--- config.mk ---
export PLATFORM = sky130hd
export DESIGN_NAME = id_ex_elastic_stage
export DESIGN_NICKNAME = d
export VERILOG_FILES = /design/src/rtl/id_ex_elastic_stage.sv
export SDC_FILE = /design/constraint.sdc
export NUM_CORES = 1
export LEC_CHECK = 0
export CAP_MARGIN = 25
export CORE_MARGIN = 2
export CORE_UTILIZATION = 50
export CTS_BUF_LIST = sky130_fd_sc_hd__clkbuf_4 sky130_fd_sc_hd__clkbuf_8
export CTS_CLUSTER_DIAMETER = 40
export CTS_CLUSTER_SIZE = 16
export DETAILED_ROUTE_END_ITERATION = 12
export GPL_TIMING_DRIVEN = 0
export PLACE_DENSITY_LB_ADDON = 0.08
export REMOVE_ABC_BUFFERS = 1
export SLEW_MARGIN = 20
export SYNTH_ARGS = -nofsm -noshare
export SYNTH_HDL_FRONTEND = slang
export SYNTH_SLANG_ARGS = --single-unit
--- constraint.sdc ---
create_clock -name clk -period 3.6 [get_ports clk]
set_input_delay 0.9 -clock clk [delete_from_list [all_inputs] [get_ports clk]]
set_output_delay 0.9 -clock clk [all_outputs]
set_load 0.05 [all_outputs]
--- src/rtl/id_ex_elastic_stage.sv ---
// ---------------------------------------------------------------------------
// id_ex_elastic_stage
//   Generic elastic pipeline stage for a decode/execute style boundary.
//   Carries a data payload and a control payload under valid/ready
//   handshakes. It can be built as a two-entry skid buffer with a registered
//   in_ready, or as a single register with a combinational in_ready. A
//   synchronous flush empties the stage. A saturating counter tracks the
//   cycles in which the head beat is stalled by downstream.
//
// Ports
//   clk        rising-edge clock
//   rst        asynchronous active-low reset
//   in_valid   upstream beat valid
//   in_ready   stage can accept a beat (0 while rst is low)
//   in_data    upstream data payload     [DATA_W]
//   in_ctrl    upstream control payload  [CTRL_W]
//   flush      synchronous flush, empties the stage
//   out_valid  stage holds a valid beat
//   out_ready  downstream accepts the head beat
//   out_data   head data payload (holds its last value when empty)
//   out_ctrl   head control payload, CTRL_BUBBLE when empty
//   occupancy  entries held (0..2)
//   stall_cnt  saturating count of cycles with out_valid & !out_ready
//
// State table (state == occupancy)
//   ST_EMPTY | no beat held
//   ST_ONE   | head entry valid
//   ST_TWO   | head and skid entries valid (only reachable when SKID_EN=1)
// ---------------------------------------------------------------------------
module id_ex_elastic_stage #(
  parameter int                DATA_W      = 143,
  parameter int                CTRL_W      = 16,
  parameter logic [CTRL_W-1:0] CTRL_BUBBLE = {CTRL_W{1'b0}},
  parameter bit                SKID_EN     = 1'b1,
  parameter int                CNT_W       = 16
) (
  input  logic              clk,
  input  logic              rst,
  input  logic              in_valid,
  output logic              in_ready,
  input  logic [DATA_W-1:0] in_data,
  input  logic [CTRL_W-1:0] in_ctrl,
  input  logic              flush,
  output logic              out_valid,
  input  logic              out_ready,
  output logic [DATA_W-1:0] out_data,
  output logic [CTRL_W-1:0] out_ctrl,
  output logic [1:0]        occupancy,
  output logic [CNT_W-1:0]  stall_cnt
);

  typedef enum logic [1:0] {
    ST_EMPTY = 2'd0,
    ST_ONE   = 2'd1,
    ST_TWO   = 2'd2
  } state_t;

  state_t              r_state;
  state_t              w_state_nxt;
  logic [DATA_W-1:0]   r_head_data;
  logic [CTRL_W-1:0]   r_head_ctrl;
  logic [DATA_W-1:0]   r_skid_data;
  logic [CTRL_W-1:0]   r_skid_ctrl;
  logic [CNT_W-1:0]    r_stall;
  logic                w_valid;
  logic                w_accept;
  logic                w_emit;
  logic                w_load_head;
  logic                w_load_skid;
  logic                w_head_from_skid;

  // State register
  always_ff @(posedge clk or negedge rst) begin
    if (!rst) r_state <= ST_EMPTY;
    else      r_state <= w_state_nxt;
  end

  // Next-state logic; flush overrides every handshake. An emit in the flush
  // cycle has already been taken by downstream, so nothing is retracted.
  always_comb begin
    w_state_nxt      = r_state;
    w_load_head      = 1'b0;
    w_load_skid      = 1'b0;
    w_head_from_skid = 1'b0;
    if (flush) begin
      w_state_nxt = ST_EMPTY;
    end else begin
      unique case (r_state)
        ST_EMPTY: begin
          if (w_accept) begin
            w_state_nxt = ST_ONE;
            w_load_head = 1'b1;
          end
        end
        ST_ONE: begin
          if (w_accept && w_emit) begin
            w_load_head = 1'b1;
          end else if (w_accept) begin
            // Only reachable with the skid buffer: in the single-register
            // build in_ready already requires out_ready while a beat is held.
            w_state_nxt = ST_TWO;
            w_load_skid = 1'b1;
          end else if (w_emit) begin
            w_state_nxt = ST_EMPTY;
          end
        end
        ST_TWO: begin
          if (w_emit) begin
            w_state_nxt      = ST_ONE;
            w_head_from_skid = 1'b1;
          end
        end
        default: w_state_nxt = ST_EMPTY;
      endcase
    end
  end

  // Outputs derived from the state register
  always_comb begin
    w_valid   = (r_state != ST_EMPTY);
    out_valid = w_valid;
    occupancy = r_state;
    out_ctrl  = w_valid ? r_head_ctrl : CTRL_BUBBLE;
    out_data  = r_head_data;
    stall_cnt = r_stall;
    if (SKID_EN) in_ready = rst & (r_state != ST_TWO);
    else         in_ready = rst & (!w_valid | out_ready);
  end

  assign w_accept = in_valid & in_ready;
  assign w_emit   = w_valid & out_ready;

  // Payload registers only move on a load, so out_data keeps its last value
  // after the stage drains or is flushed.
  always_ff @(posedge clk or negedge rst) begin
    if (!rst) begin
      r_head_data <= '0;
      r_head_ctrl <= CTRL_BUBBLE;
      r_skid_data <= '0;
      r_skid_ctrl <= CTRL_BUBBLE;
    end else begin
      if (w_load_head) begin
        r_head_data <= in_data;
        r_head_ctrl <= in_ctrl;
      end else if (w_head_from_skid) begin
        r_head_data <= r_skid_data;
        r_head_ctrl <= r_skid_ctrl;
      end
      if (w_load_skid) begin
        r_skid_data <= in_data;
        r_skid_ctrl <= in_ctrl;
      end
    end
  end

  // Stall counter: saturates, cleared by reset only.
  always_ff @(posedge clk or negedge rst) begin
    if (!rst) begin
      r_stall <= '0;
    end else if (w_valid && !out_ready && (r_stall != {CNT_W{1'b1}})) begin
      r_stall <= r_stall + {{(CNT_W-1){1'b0}}, 1'b1};
    end
  end

endmodule

==> impl_metrics.sql, run 1 <==
INSERT INTO impl_metrics (metric_group, metric, value, unit) VALUES
('worst_setup_path', 'critPathMaxFanout', '21', ''),
('logic_synthesis', 'yosys-top-cells-count', 'dfrtp_1, nand2_1, mux2_2', ''),
('clocking', 'cts_root_buffer', 'clkbuf_8', ''),
('power_and_ir_drop', 'power.density_cell_area', '601', 'nW/um^2'),
('logic_synthesis', 'mappedNetlistArea', '13600', 'sq um'),
('final_layout', 'area_overhead_vs_synth', '39.5', '%'),
('clocking', 'cts_tree', 'yes', ''),
('drt', 'met2RoutedLength', '16.9', 'mm'),
('timing', 'worst-slew-pin-transition', '0.599', 'ns'),
('logic_synthesis', 'yosys_register_bits', '336', ''),
('clocking', 'clk_latency', '0.57', 'ns'),
('drt', 'wl_met3', '2.70', 'mm'),
('drt', 'drc', '0', ''),
('logic_synthesis', 'postSynthCellCount', '1136', ''),
('clocking', 'clkSlewWorstSetupHoldPaths', '0.07', 'ns'),
('clocking', 'tritoncts.num_buffers', '45', ''),
('logic_synthesis', 'synthesis.yosys.warnings', '0', ''),
('power_and_ir_drop', 'p_int', '7.60', 'mW'),
('timing', 'fin_skew', '0.0222', 'ns'),
('drt', 'detail_route.wl_per_cell', '18.4', 'um'),
('place', 'post-place-cells', '1799', ''),
('power_and_ir_drop', 'sw_frac_of_total', '33.4', '%'),
('run', 'cap_violations', '0', ''),
('floorplanning', 'top_level_ports', '343', ''),
('logic_synthesis', 'synth_top_area_share', '61.8', '%'),
('power_and_ir_drop', 'clk_network_pwr_share', '30.3', '%'),
('grt', 'grt_max_degree', '95', ''),
('place', 'port_buffers', '342', ''),
('place', 'place_area', '17800', 'sq um'),
('power_and_ir_drop', 'power.net_switching', '3.80', 'mW'),
('drt', 'vias', '10000', ''),
('drt', 'route.antenna.remaining_nets', '0', ''),
('place', 'detailedPlace.worstSlack', '-1.10', 'ns'),
('drt', 'avgViaCountPerCell', '5.33', ''),
('grt', 'grt_antenna_before_repair', '1', ''),
('floorplanning', 'initial_utilization', '50.6', '%'),
('floorplanning', 'coreArea', '26900', 'sq um'),
('place', 'dp.final_hpwl', '24.0', 'mm'),
('timing', 'hold_ws', '0.283', 'ns'),
('timing', 'report.final.setup_viol', '0', ''),
('grt', 'grt_pass1_vias', '10400', ''),
('drt', 'drt_first_iter_violations', '685', ''),
('floorplanning', 'floorplan.die.width', '169', 'um'),
('logic_synthesis', 'avg_cell_area_syn', '12.0', 'sq um'),
('place', 'gp_routability_congestion', '0.778', ''),
('logic_synthesis', 'most_repeated_cell_in_the_gate_level_netlist_after_synthesis', 'dfrtp_1', ''),
('logic_synthesis', 'yosys_most_used_dff', 'dfrtp_1', ''),
('grt', 'grtUsageTotal', '24.4', '%'),
('final_layout', 'finish.cell_count_without_fillers', '1884', ''),
('drt', 'drt_wl_total', '34.6', 'mm'),
('drt', 'wl_met1', '14.2', 'mm'),
('final_layout', 'layout.core_utilization', '70.6', '%'),
('power_and_ir_drop', 'combPwrFrac', '27.1', '%'),
('power_and_ir_drop', 'leakagePower', '9.02', 'nW'),
('worst_setup_path', 'startpoint_type', 'primary input', ''),
('run_status', 'status', 'finished, final reports clean', ''),
('clocking', 'cts_num_sinks', '336', ''),
('worst_setup_path', 'timing.critical_path.cells', 'clkdlybuf4s50_1, nor4bb_4, buf_4, buf_6, a41oi_4, buf_16, buf_16, buf_8, buf_8, buf_8, buf_16, nand2_1, nand2_1', ''),
('worst_setup_path', 'worstSetupEndpointType', 'register', ''),
('clocking', 'htreeDepth', '2', ''),
('logic_synthesis', 'ys_seq_area_share', '61.8', '%'),
('power_and_ir_drop', 'vdd.ir_drop.worst', '0.441', 'mV'),
('logic_synthesis', 'yosys.cell_types.count', '36', ''),
('final_layout', 'finalInstanceArea', '19000', 'sq um'),
('final_layout', 'insertedDiodeCount', '0', ''),
('clocking', 'cts-root-to-sink-buffers', '3', ''),
('floorplanning', 'floorplan.die.height', '169', 'um'),
('logic_synthesis', 'synth-edff-count', '0', ''),
('timing', 'layout_setup_ws', '0.283', 'ns'),
('worst_setup_path', 'worstPathRequired', '4.02', 'ns'),
('min_path', 'hold_class', 'in2async', '');
-- power groups by stage --
stage	logic (mW)	registers [mW]	clock network (mW)
after floorplan	0.749	6.02	0
after global placement	3.14	4.91	0
after detailed placement	3.11	4.92	0
after CTS	3.13	4.85	3.55
after global routing	3.28	4.95	3.70
final	3.10	4.86	3.45
-- cells by family (layout without fill, tap and decap cells) --
| family | count (synthesis) | after routing | synth area share, % |
|---|---|---|---|
| compound gates | 168 | 168 | 9.28 |
| xor+xnor | 13 | 13 | 0.837 |
| fa+ha+maj | 1 | 1 | 0.0919 |
| buf+inv | 76 | 483 | 3.03 |
| flops | 336 | 336 | 61.8 |
| mux | 163 | 163 | 13.5 |
| simple gates | 379 | 379 | 11.5 |
-- stage by stage --
| stage | TNS, ns | power [mW] |
|---|---|---|
| floorplan | -3498.03 | 6.77 |
| global placement | - | 8.05 |
| detailed placement | -195.57 | 8.03 |
| CTS | 0 | 11.5 |
| global route | 0 | 11.9 |
| finish | 0 | 11.4 |
-- cells in the final DEF (no fill, tap or decap), types with 6 or more instances in the layout --
cell type / count
a22oi_1: 159
buf_16: 9
buf_4: 18
buf_6: 15
buf_8: 13
bufinv_16: 8
clkbuf_8: 50
clkdlybuf4s50_1: 340
clkinv_2: 6
clkinv_4: 6
dfrtp_1: 336
mux2_2: 160
nand2_1: 323
nand4_1: 6
nor2b_1: 16
nor3_1: 8
xor2_1: 11
-- worst max-delay path: cells and delay by family --
| family | cells | cell delay (ns) |
|---|---|---|
| buffers and inverters | 9 | 2.11 |
| AO/OA/AOI/OAI | 1 | 0.07 |
| AND/OR/NAND/NOR | 3 | 0.64 |
-- area by class of cell --
cell class,count,area [sq um]
Clock buffer,52,703
Clock inverter,29,397
Fill cell,1983,7890
Inverter,4,15.0
Multi-Input combinational cell,724,4820
Sequential cell,336,8410
Tap cell,341,427
Timing Repair Buffer,398,4210
-- final timing paths --
check | startpoint | to | slack (ns) | depth (start not counted)
max | out_ready | out_data[62]$_DFFE_PN0P_ | 0.28 | 13
min | rst | r_skid_data[3]$_DFFE_PN0P_ | 0.28 | 1
max reg2reg | occupancy[1]$_DFFE_PN0P_ | out_data[62]$_DFFE_PN0P_ | 0.69 | 12
min reg2reg | r_head_ctrl[2]$_DFFE_PN0P_ | r_head_ctrl[2]$_DFFE_PN0P_ | 0.47 | 2
max in group asynchronous | rst | r_skid_data[39]$_DFFE_PN0P_ | 2.14 | 3
min in group clk | r_head_ctrl[2]$_DFFE_PN0P_ | r_head_ctrl[2]$_DFFE_PN0P_ | 0.47 | 2
-- metal layers --
metal  track usage [%]  vias to the layer above
met4              6.61                        2
met2              40.8                      264
met5                 0                        -
li1                  -                     4708
met1              31.0                     5011
met3              7.79                       60
-- registers in the layout, summed over array words and instances (netlist names) --
signal and cells:
occupancy 2, r_skid_ctrl 16, stall_cnt 16, r_head_ctrl 16
out_data 143, r_skid_data 143
-- timing repair --
item                                    in CTS  in global routing
hold buffers                                 0                  0
resized for setup                            3                  0
setup buffers                                3                  0
endpoints found under the setup margin     205                  0
(Power assumes the default switching activity.)
==> inputs of run 2 (changes only) <==
--- a/config.mk
+++ b/config.mk
@@ -15,6 +15,7 @@
 export GPL_TIMING_DRIVEN = 0
 export PLACE_DENSITY_LB_ADDON = 0.08
 export REMOVE_ABC_BUFFERS = 1
+export SETUP_SLACK_MARGIN = 0.3
 export SLEW_MARGIN = 20
 export SYNTH_ARGS = -nofsm -noshare
 export SYNTH_HDL_FRONTEND = slang
==> impl_metrics.sql, run 2 (synthesis results as in run 1) <==
INSERT INTO impl_metrics (metric_group, metric, value, unit) VALUES
('final_layout', 'finalNetCount', '1680', ''),
('clocking', 'clk_latency', '0.57', 'ns'),
('clocking', 'clkSlewWorstSetupHoldPaths', '0.07', 'ns'),
('worst_setup_path', 'worst_path_dominant_cell_family', 'buffers and inverters', ''),
('place', 'dp.final_hpwl', '24.0', 'mm'),
('floorplanning', 'placementRows', '60', ''),
('floorplanning', 'coreArea', '26900', 'sq um'),
('timing', 'timing.max_slew.rel_slack', '60.8', '%'),
('grt', 'grt_max_degree', '95', ''),
('timing', 'setup_repair_after_global_routing_missed_its_margin', 'no', ''),
('grt', 'grtUsageTotal', '24.6', '%'),
('timing', 'worst-slew-pin-transition', '0.586', 'ns'),
('worst_setup_path', 'cp_slowest_cell', 'clkdlybuf4s50_1', ''),
('grt', 'grt_pass1_wl', '55.9', 'mm'),
('floorplanning', 'top_level_ports', '343', ''),
('drt', 'drt_first_iter_violations', '736', ''),
('clocking', 'cts_tree', 'yes', ''),
('floorplanning', 'floorplan.die.width', '169', 'um'),
('grt', 'grt.overflow.total', '0', ''),
('worst_setup_path', 'timing.critical_path.cells', 'nor2_4, nor2b_1, clkdlybuf4s50_1', ''),
('worst_setup_path', 'crit_path_max_incr_delay', '0.86', 'ns'),
('grt', 'grt_antenna_before_repair', '2', ''),
('grt', 'grt_pass1_vias', '10500', ''),
('clocking', 'tritoncts.num_buffers', '45', ''),
('power_and_ir_drop', 'leakagePower', '9.10', 'nW'),
('power_and_ir_drop', 'vdd.ir_drop.worst', '0.439', 'mV'),
('floorplanning', 'die-area', '28600', 'sq um'),
('run_status', 'status', 'finished, final reports clean', ''),
('timing', 'hold_fails_final_rpt', '0', ''),
('floorplanning', 'initial_utilization', '50.6', '%'),
('final_layout', 'final_cell_mix', 'clkdlybuf4s50_1, dfrtp_1, nand2_1', ''),
('clocking', 'holdBufCountCts', '0', ''),
('power_and_ir_drop', 'power.density_cell_area', '598', 'nW/um^2'),
('place', 'port_buffers', '342', ''),
('final_layout', 'layout_commonest_cell', 'clkdlybuf4s50_1', ''),
('worst_setup_path', 'startpoint_type', 'register', ''),
('worst_setup_path', 'critPathMaxFanout', '12', ''),
('drt', 'avgViaCountPerCell', '5.35', ''),
('final_layout', 'area_overhead_vs_synth', '40.2', '%'),
('worst_setup_path', 'worstPathArrival', '2.28', 'ns'),
('worst_setup_path', 'crit_buf_inv', '1', ''),
('final_layout', 'fillers', '1973', ''),
('run', 'cap_violations', '0', ''),
('timing', 'timing.final.crit_period', '3.18', 'ns'),
('clocking', 'cts_root_buffer', 'clkbuf_8', ''),
('drt', 'vias', '10100', ''),
('power_and_ir_drop', 'total_power', '11.4', 'mW'),
('timing', 'maxClockFrequency', '314', 'MHz'),
('timing', 'final.period_utilization', '88.4', '%'),
('floorplanning', 'floorplan.die.height', '169', 'um'),
('clocking', 'cts-root-to-sink-buffers', '3', ''),
('final_layout', 'final_layout_size_suffix_gt1_share', '20.2', '%'),
('drt', 'detail_route.wl_per_cell', '18.6', 'um'),
('drt', 'route.antenna.remaining_nets', '0', ''),
('clocking', 'htreeDepth', '2', ''),
('timing', 'layout_setup_ws', '0.419', 'ns'),
('final_layout', 'finalInstanceArea', '19100', 'sq um'),
('timing', 'fin_skew', '0.0247', 'ns'),
('place', 'detailedPlace.worstSlack', '-1.10', 'ns'),
('worst_setup_path', 'worstSetupEndpointType', 'output pin', ''),
('worst_setup_path', 'worstPathRequired', '2.70', 'ns'),
('min_path', 'hold_class', 'in2async', ''),
('drt', 'drt_wl_total', '35.1', 'mm'),
('place', 'gp_routability_congestion', '0.778', ''),
('place', 'place_area', '17800', 'sq um'),
('timing', 'report.final.setup_viol', '0', ''),
('clocking', 'cts_num_sinks', '336', ''),
('drt', 'drc', '0', ''),
('worst_setup_path', 'crit_type', 'reg2out', ''),
('drt', 'detailedRoute.firstPassIterationCount', '7', ''),
('timing', 'timing.final.max_slew_violations', '0', '');
-- run 2: per-stage QoR --
stage          util (%)  std cells  TNS (ns)  hold slack, ns
2_1_floorplan         -       1064  -3498.03           0.438
3_3_place_gp       63.5       1747         -           0.450
3_5_place_dp       66.3       1799   -195.57           0.454
4_1_cts            70.8       1886         0           0.285
5_1_grt            71.0       1891         0           0.190
6_report           71.0       1891         0           0.207
-- run 2: path summary, 6_finish.rpt --
check	slack [ns]	cells past startpoint	endpoint	start
worst max-delay path	0.42	3	out_ctrl[2]	occupancy[1]$_DFFE_PN0P_
worst min-delay path	0.21	1	out_data[15]$_DFFE_PN0P_	rst
min in group clk	0.47	2	out_data[26]$_DFFE_PN0P_	out_data[26]$_DFFE_PN0P_
worst max register to register	0.77	12	out_data[62]$_DFFE_PN0P_	occupancy[1]$_DFFE_PN0P_
worst min register to register	0.47	2	out_data[26]$_DFFE_PN0P_	out_data[26]$_DFFE_PN0P_
max in group asynchronous	2.39	3	out_data[74]$_DFFE_PN0P_	rst
-- run 2: final cells by class --
type	count	area, sq um	area share (%)
antenna	1	2.50	0.0131
timing repair buffer	403	4300	22.5
tap	341	427	2.24
sequential	336	8410	44.1
multi-input combinational	725	4830	25.3
inverter	4	15.0	0.0787
clock buffer	52	703	3.68
clock inverter	29	397	2.08
-- run 2: metal layers --
metal | global-route usage [%] | vias up | routed length (um)
li1 | - | 4723 | -
met1 | 30.9 | 5042 | 14200
met2 | 41.0 | 290 | 17000
met3 | 8.07 | 68 | 3030
met4 | 6.76 | 2 | 907
met5 | 0 | - | 13
-- run 2: report_power, final --
part           switching [mW]  internal [mW]
Clock                    1.53           1.93
Combinational            1.91           1.20
Sequential              0.379           4.48
-- run 2: repair_timing --
item | 4_1_cts | 5_1_grt
setup endpoints to repair | 298 | 41
pin swaps | 2 | 1
buffers inserted | 3 | 3
cloned | 3 | 1
hold endpoints to repair | 0 | 0
gates resized for setup | 12 | 3
==> inputs of run 3 (changes only) <==
--- a/config.mk
+++ b/config.mk
@@ -16,7 +16,6 @@
 export PLACE_DENSITY_LB_ADDON = 0.08
 export REMOVE_ABC_BUFFERS = 1
 export SETUP_SLACK_MARGIN = 0.3
-export SLEW_MARGIN = 20
 export SYNTH_ARGS = -nofsm -noshare
 export SYNTH_HDL_FRONTEND = slang
 export SYNTH_SLANG_ARGS = --single-unit
==> impl_metrics.sql, run 3 (synthesis results as in run 1) <==
INSERT INTO impl_metrics (metric_group, metric, value, unit) VALUES
('final_layout', 'final_cell_mix', 'dfrtp_1, clkdlybuf4s50_1, nand2_1', ''),
('grt', 'grt_pass1_wl', '55.6', 'mm'),
('grt', 'grt_max_degree', '121', ''),
('worst_setup_path', 'worstPathRequired', '2.70', 'ns'),
('place', 'post-place-cells', '1790', ''),
('timing', 'setup_repair_after_global_routing_missed_its_margin', 'no', ''),
('power_and_ir_drop', 'vdd.ir_drop.worst', '0.373', 'mV'),
('worst_setup_path', 'critPathMaxFanout', '12', ''),
('final_layout', 'area_overhead_vs_synth', '39.7', '%'),
('drt', 'drt_wl_total', '34.7', 'mm'),
('drt', 'drt_first_iter_violations', '682', ''),
('timing', 'final.period_utilization', '88.6', '%'),
('timing', 'worst-slew-pin-transition', '0.913', 'ns'),
('timing', 'timing.final.crit_period', '3.19', 'ns'),
('drt', 'detail_route.wl_per_cell', '18.5', 'um'),
('floorplanning', 'floorplan.die.width', '169', 'um'),
('place', 'port_buffers', '342', ''),
('worst_setup_path', 'crit_type', 'reg2out', ''),
('place', 'place_area', '17800', 'sq um'),
('clocking', 'clk_latency', '0.57', 'ns'),
('drt', 'route.antenna.remaining_nets', '0', ''),
('timing', 'timing.final.max_slew_violations', '0', ''),
('place', 'gp_routability_congestion', '0.778', ''),
('power_and_ir_drop', 'leakagePower', '9.13', 'nW'),
('grt', 'grtUsageTotal', '24.4', '%'),
('drt', 'detailedRoute.firstPassIterationCount', '5', ''),
('clocking', 'clkSlewWorstSetupHoldPaths', '0.08', 'ns'),
('drt', 'vias', '10100', ''),
('grt', 'grt_pass1_vias', '10400', ''),
('clocking', 'tritoncts.num_buffers', '47', ''),
('floorplanning', 'floorplan.die.height', '169', 'um'),
('floorplanning', 'die-area', '28600', 'sq um'),
('worst_setup_path', 'cp_slowest_cell', 'clkdlybuf4s50_1', ''),
('timing', 'layout_setup_ws', '0.412', 'ns'),
('worst_setup_path', 'worstPathArrival', '2.29', 'ns'),
('floorplanning', 'coreArea', '26900', 'sq um'),
('place', 'dp.final_hpwl', '23.8', 'mm'),
('clocking', 'cts_tree', 'yes', ''),
('power_and_ir_drop', 'power.density_cell_area', '603', 'nW/um^2'),
('drt', 'drc', '0', ''),
('worst_setup_path', 'startpoint_type', 'register', ''),
('final_layout', 'final_layout_size_suffix_gt1_share', '19.5', '%'),
('grt', 'grt.overflow.total', '0', ''),
('worst_setup_path', 'worst_path_dominant_cell_family', 'buffers and inverters', ''),
('drt', 'avgViaCountPerCell', '5.36', ''),
('clocking', 'cts_num_sinks', '336', ''),
('final_layout', 'finalInstanceArea', '19000', 'sq um'),
('timing', 'maxClockFrequency', '314', 'MHz'),
('timing', 'hold_fails_final_rpt', '0', ''),
('final_layout', 'finalNetCount', '1665', ''),
('floorplanning', 'placementRows', '60', ''),
('clocking', 'holdBufCountCts', '0', ''),
('worst_setup_path', 'crit_path_max_incr_delay', '0.81', 'ns'),
('run', 'cap_violations', '0', ''),
('run_status', 'status', 'finished, final reports clean', ''),
('worst_setup_path', 'crit_buf_inv', '1', ''),
('clocking', 'cts-root-to-sink-buffers', '3', ''),
('timing', 'timing.max_slew.rel_slack', '38.9', '%'),
('clocking', 'htreeDepth', '2', ''),
('floorplanning', 'top_level_ports', '343', ''),
('timing', 'report.final.setup_viol', '0', ''),
('floorplanning', 'initial_utilization', '50.6', '%'),
('grt', 'grt_antenna_before_repair', '2', ''),
('final_layout', 'layout_commonest_cell', 'dfrtp_1', ''),
('timing', 'fin_skew', '0.0203', 'ns'),
('clocking', 'cts_root_buffer', 'clkbuf_8', ''),
('min_path', 'hold_class', 'in2async', ''),
('worst_setup_path', 'worstSetupEndpointType', 'output pin', ''),
('place', 'detailedPlace.worstSlack', '-1.08', 'ns'),
('final_layout', 'finish.cell_count_without_fillers', '1879', ''),
('worst_setup_path', 'timing.critical_path.cells', 'nor2_4, nor2b_1, clkdlybuf4s50_1', '');
==> run 3: metrics by stage <==
stage	setup TNS (ns)	power [mW]	utilization [%]	hold slack, ns
after floorplan	-3498.03	6.77	-	0.438
after global placement	-	8.05	63.5	0.450
after detailed placement	-131.41	8.02	66.3	0.454
after CTS	0	11.6	70.7	0.270
after global routing	0	12.0	70.8	0.277
final	0	11.5	70.8	0.266
==> run 3: layout make-up <==
type,count,area (sq um)
Sequential cell,336,8410
Fill cell,2003,7860
Timing Repair Buffer,387,4210
Tap cell,341,427
Inverter,4,15.0
Clock buffer,56,764
Multi-Input combinational cell,724,4820
Antenna cell,1,2.50
Clock inverter,30,372
==> run 3: timing repair <==
action / in CTS / in global routing
endpoints found under the setup margin: 214 / 7
cloned: 1 / 0
gates resized for setup: 12 / 9
buffers inserted: 1 / 0
==> run 3: worst paths after layout <==
check	endpoint	slack, ns	start	cells past startpoint
max	out_ctrl[10]	0.41	occupancy[0]$_DFFE_PN0P_	3
min	out_data[3]$_DFFE_PN0P_	0.27	rst	1
max reg2reg	out_data[137]$_DFFE_PN0P_	0.93	occupancy[1]$_DFFE_PN0P_	7
min reg2reg	r_head_ctrl[12]$_DFFE_PN0P_	0.47	r_head_ctrl[12]$_DFFE_PN0P_	2
max in group asynchronous	r_skid_data[6]$_DFFE_PN0P_	2.35	rst	2
min in group clk	r_head_ctrl[12]$_DFFE_PN0P_	0.47	r_head_ctrl[12]$_DFFE_PN0P_	2
==> run 3: where the power goes <==
| group | leakage (nW) | internal [mW] | switching [mW] |
|---|---|---|---|
| Clock | 0.557 | 1.91 | 1.61 |
| Sequential | 4.30 | 4.48 | 0.383 |
| Combinational | 4.27 | 1.18 | 1.90 |
==> run 3: worst reg2reg max path, cell delays in order (launching register included) <==
cell      delay, ns
dfrtp_1        0.62
nor4bb_4       0.77
a41oi_4        0.31
buf_12         0.35
buf_12         0.18
buf_16         0.18
nand2_1        0.09
nand2_1        0.05
==> run 3: per-layer routing <==
| layer | vias to the layer above | wire length (um) | global-route usage, % |
|---|---|---|---|
| met5 | - | 12 | 0 |
| met4 | 2 | 1060 | 8.18 |
| met3 | 63 | 2720 | 7.97 |
| met2 | 299 | 16700 | 39.7 |
| met1 | 5006 | 14300 | 31.1 |
| li1 | 4697 | - | - |
